$ cat src/rtl/adder_operand_sequencer.sv
// Operand/result sequencer around an external combinational WIDTH-bit adder.
// Optional signed-overflow flag: define OVERFLOW_FLAG_EN; otherwise OVF is tied to 0.
module adder_operand_sequencer #(
    parameter int unsigned WIDTH = 64
) (
    input  logic               CLK,
    input  logic               RST,
    input  logic [WIDTH/2-1:0] IN_DATA,
    input  logic               IN_VALID,
    output logic               IN_READY,
    output logic [WIDTH-1:0]   A,
    output logic [WIDTH-1:0]   B,
    input  logic [WIDTH-1:0]   SUM_IN,
    output logic [WIDTH-1:0]   RESULT,
    output logic               OVF,
    output logic               OUT_VALID,
    input  logic               OUT_READY
);

    localparam int unsigned HALF = WIDTH / 2;

    typedef enum logic [2:0] {
        LD_A_LO,
        LD_A_HI,
        LD_B_LO,
        LD_B_HI,
        ADD,
        OUT
    } state_t;

    state_t state;
    state_t state_nxt;
    logic   beat;
    logic   done;

    assign beat = IN_VALID & IN_READY;
    assign done = OUT_VALID & OUT_READY;

    always_ff @(posedge CLK or posedge RST) begin
        if (RST) begin
            state <= LD_A_LO;
        end else begin
            state <= state_nxt;
        end
    end

    // Handshake outputs decode from state only, never from IN_VALID/OUT_READY.
    always_comb begin
        state_nxt = state;
        IN_READY  = 1'b0;
        OUT_VALID = 1'b0;
        case (state)
            LD_A_LO: begin
                IN_READY = 1'b1;
                if (IN_VALID) state_nxt = LD_A_HI;
            end
            LD_A_HI: begin
                IN_READY = 1'b1;
                if (IN_VALID) state_nxt = LD_B_LO;
            end
            LD_B_LO: begin
                IN_READY = 1'b1;
                if (IN_VALID) state_nxt = LD_B_HI;
            end
            LD_B_HI: begin
                IN_READY = 1'b1;
                if (IN_VALID) state_nxt = ADD;
            end
            ADD: begin
                state_nxt = OUT;
            end
            OUT: begin
                OUT_VALID = 1'b1;
                if (OUT_READY) state_nxt = LD_A_LO;
            end
            default: begin
                state_nxt = LD_A_LO;
            end
        endcase
    end

    // Each beat updates only its own half; the other half keeps its old value.
    always_ff @(posedge CLK or posedge RST) begin
        if (RST) begin
            A <= '0;
            B <= '0;
        end else if (beat) begin
            case (state)
                LD_A_LO: A[HALF-1:0]     <= IN_DATA;
                LD_A_HI: A[WIDTH-1:HALF] <= IN_DATA;
                LD_B_LO: B[HALF-1:0]     <= IN_DATA;
                LD_B_HI: B[WIDTH-1:HALF] <= IN_DATA;
                default: ;
            endcase
        end
    end

    always_ff @(posedge CLK or posedge RST) begin
        if (RST) begin
            RESULT <= '0;
        end else if (state == ADD) begin
            RESULT <= SUM_IN;
        end
    end

`ifdef OVERFLOW_FLAG_EN
    logic ovf_q;

    // Same-sign operands producing a sum of the opposite sign.
    always_ff @(posedge CLK or posedge RST) begin
        if (RST) begin
            ovf_q <= 1'b0;
        end else if (state == ADD) begin
            ovf_q <= (A[WIDTH-1] == B[WIDTH-1]) && (SUM_IN[WIDTH-1] != A[WIDTH-1]);
        end
    end

    assign OVF = ovf_q;
`else
    assign OVF = 1'b0;
`endif

    logic unused_done;
    assign unused_done = done;

endmodule

$ cat config.mk
export PLATFORM = sky130hd
export DESIGN_NAME = adder_operand_sequencer
export DESIGN_NICKNAME = d
export VERILOG_FILES = /design/src/rtl/adder_operand_sequencer.sv
export SDC_FILE = /design/constraint.sdc
export NUM_CORES = 1
export LEC_CHECK = 0
export ABC_AREA = 1
export BUFFER_PORTS_ARGS = -buffer_cell sky130_fd_sc_hd__clkbuf_2
export CORE_UTILIZATION = 35
export DETAILED_ROUTE_END_ITERATION = 10
export GPL_TIMING_DRIVEN = 0
export HOLD_SLACK_MARGIN = 0.06
export PLACE_DENSITY = 0.59
export SYNTH_ARGS = -nofsm -noshare
export SYNTH_HDL_FRONTEND = slang
export SYNTH_SLANG_ARGS = --single-unit
$ cat constraint.sdc
create_clock -name CLK -period 8.5 [get_ports CLK]
set_clock_uncertainty 0.2 [all_clocks]
set_input_delay 1.275 -clock CLK [delete_from_list [all_inputs] [get_ports CLK]]
set_output_delay 1.275 -clock CLK [all_outputs]
set_load 0.02 [all_outputs]
==> summary.md <==
| Metric | Value |
|---|---|
| Status | `finished clean` |
| DP Cell Count | `1323` |
| Antenna violations before repair | `0` |
| Crit path arrival time | `~1.7 ns` |
| Cells after Synth | `754` |
| Drt pass-1 iters | `4` |
| Min-delay worst type | `flop to flop` |
| Wire length per cell | `between 15 and 20 um` |
| Post-Synth Adder-Cell Area | `0` |
| Post-synthesis simple-gate area fraction | `0.192` |
| Xor/xnor share of the synthesized area | `0` |
| Vias per cell | `between 4 and 5` |
| Worst slew pin tran | `between 0.6 and 0.7 ns` |
| Initial Util | `0.357` |
| Count of pins over their slew limit | `0` |
| Fill cells | `between 2000 and 2500` |
| Slew headroom | `0.535` |
| Die footprint | `22100 sq um` |
| Synthesized cell area | `7530 sq um` |
| Vias in the first global route | `around 6000` |
| Most common cell after layout, fill and taps aside | `clkbuf_2` |
| Antenna viol nets, final | `0` |
| Non-Filler Instances | `approximately 1400` |
| Most frequent cells in the layout | `294 x clkbuf_2, 262 x nand2_1, 195 x dfrtp_1` |
| CTS Buf Count | `17` |
| HPWL after DPL | `15100 um` |
| Required time of the critical path | `7.03 ns` |
| CTS tree | `done` |
| Layout cells sized above 1 | `0.371` |
| Final setup margin | `roughly 5.3 ns` |
| Clock-pin slew on the worst setup and hold paths | `around 0.08 ns` |
| Row cnt | `between 50 and 60` |
| Hold buffer count at CTS | `0` |
| Crit path max fanout | `10` |
| Post-CTS setup buffer count | `0` |
| Nature of the critical path endpoint | `primary output` |
| Yosys warns | `0` |
| Post-CTS resize count | `0` |
| Peak VDD IR | `approximately 0.19 mV` |
| DR iter-0 viols | `319` |
| Via count | `6138` |
| Largest net degree at the start of global routing | `101` |
| Post-synthesis net count | `854` |
| Unique masters post-synth | `21` |
| Post-synthesis sequential area ratio | `0.648` |
| Fin nets | `1167` |
| Max Freq | `316 MHz` |
| First-pass GRT wire length | `33700 um` |
| Die boundary height | `~150 um` |
| Gr usage total | `0.198` |
| Compound-Gate Fraction of Synth Area | `0.0972` |
| Routed WL | `21400 um` |
| Clock sink count | `195` |
| Worst setup SP type | `flop` |
| CTS Buffer Depth | `2` |
| Syn avg cell area | `9.98 sq um` |
| Crit Path Category | `flop to primary output` |
| Tcrit/Tclk final | `0.372` |
| P_leak | `between 5 and 6 nW` |
| Core Region | `21100 sq um` |
| Final Cell Area | `approximately 10000 sq um` |
| H-tree depth | `4` |
| Antenna diode instance count | `0` |
| Mux contribution to synthesized area | `0` |
| Routability cong. | `0.743` |
| Total power draw | `4.31 mW` |
| Port bufs | `293` |
| Placement Cell Area | `9370 sq um` |
| Largest family of logic cells by synthesized area | `simple AND/OR/NAND/NOR gates` |
| Total grt overflow | `0` |
| Cell Pwr Density | `431 nW/um^2` |
| Final setup fails | `0` |
| Die width | `149 um` |
| MaxCap Viol Count | `0` |
| Yosys reg bits | `195` |
| Pre-CTS WS | `5.78 ns` |
| Clock Latency Late Sink | `between 0.4 and 0.5 ns` |
| Final hold vios | `0` |
| Minimum clock period | `3.16 ns` |
| RSZ-0062 raised after global routing | `no` |
| # IOs | `295` |
| CTS Root Cell | `clkbuf_16` |
| Residual DRC count | `0` |
| Layout area overhead | `32.6%` |
[registers in the layout, indices dropped and copies added, names as in the netlist]
signal / count
A: 64
B: 64
RESULT: 64
state: 3
[synthesized netlist by cell type]
library cell  number  area [sq um]
clkbuf_1           5          18.8
nand2_4            1          11.3
buf_4             14           105
clkbuf_2           1          5.00
conb_1             1          3.75
nand4_1            1          6.26
nand3_1           69           345
a21oi_1            1          5.00
dfrtp_1          195          4880
nand3b_1           1          7.51
nand3_4            2          35.0
buf_6              7          78.8
buf_2             23           115
nor2_8             2          40.0
o21ai_2           23           201
nor3_1             1          5.00
inv_1             39           146
nand3_2            1          10.0
o21ai_1           86           430
nand2_1          262           983
o21ai_0           19          95.1
[layout make-up]
type,instances,area (sq um),area share
Sequential cell,195,4880,0.489
Inverter,39,154,0.0154
Tap cell,275,344,0.0345
Clock inverter,14,169,0.0169
Timing Repair Buffer,294,1490,0.150
Buffer,50,323,0.0323
Clock buffer,18,439,0.0440
Multi-Input combinational cell,470,2180,0.218
[stage by stage]
| stage | hold WS [ns] | setup TNS [ns] | util |
|---|---|---|---|
| after floorplan | 0.378 | 0 | - |
| after global placement | 0.255 | -142.76 | 0.443 |
| after detailed placement | 0.257 | 0 | 0.445 |
| after CTS | 0.276 | 0 | 0.473 |
| after global routing | 0.295 | 0 | 0.473 |
| final | 0.272 | 0 | 0.473 |
[cell families (layout without fill, tap and decap cells)]
logic type	count (synthesis)	in the layout
simple gates	340	340
flops	195	195
other cells	1	1
compound gates	129	129
buf+inv	89	415
[report_power, final]
group          internal, mW  switching (mW)
clock                 0.429           0.394
sequential             1.37           0.240
combinational         0.606            1.27
total                  2.40            1.90
[critical path, cell delays in order, from the launching register on]
cell	delay [ns]
dfrtp_1	0.34
buf_6	0.15
buf_2	0.23
inv_1	0.09
nor3_1	0.22
clkbuf_2	0.22
[final timing paths]
| path | start | endpoint | slack (ns) | cells after the start |
|---|---|---|---|---|
| max in group asynchronous | RST | A[31] | 6.43 | 3 |
| worst max-delay path | state[2] | OUT_VALID | 5.34 | 5 |
| min in group asynchronous | RST | RESULT[31] | 0.75 | 2 |
| worst min register to register | RESULT[20] | RESULT[20] | 0.27 | 2 |
| worst max register to register | state[1] | A[1] | 6.83 | 5 |
| worst min-delay path | RESULT[20] | RESULT[20] | 0.27 | 2 |
[routing by layer]
layer  global-route usage  vias to the layer above  wire length, um
met5                    0                        -                0
met4               0.0722                        0              422
met3               0.0436                       26             1000
met2                0.312                      169            10200
met1                0.268                     2887             9820
li1                     -                     3056                -
(Power assumes the default switching activity.)
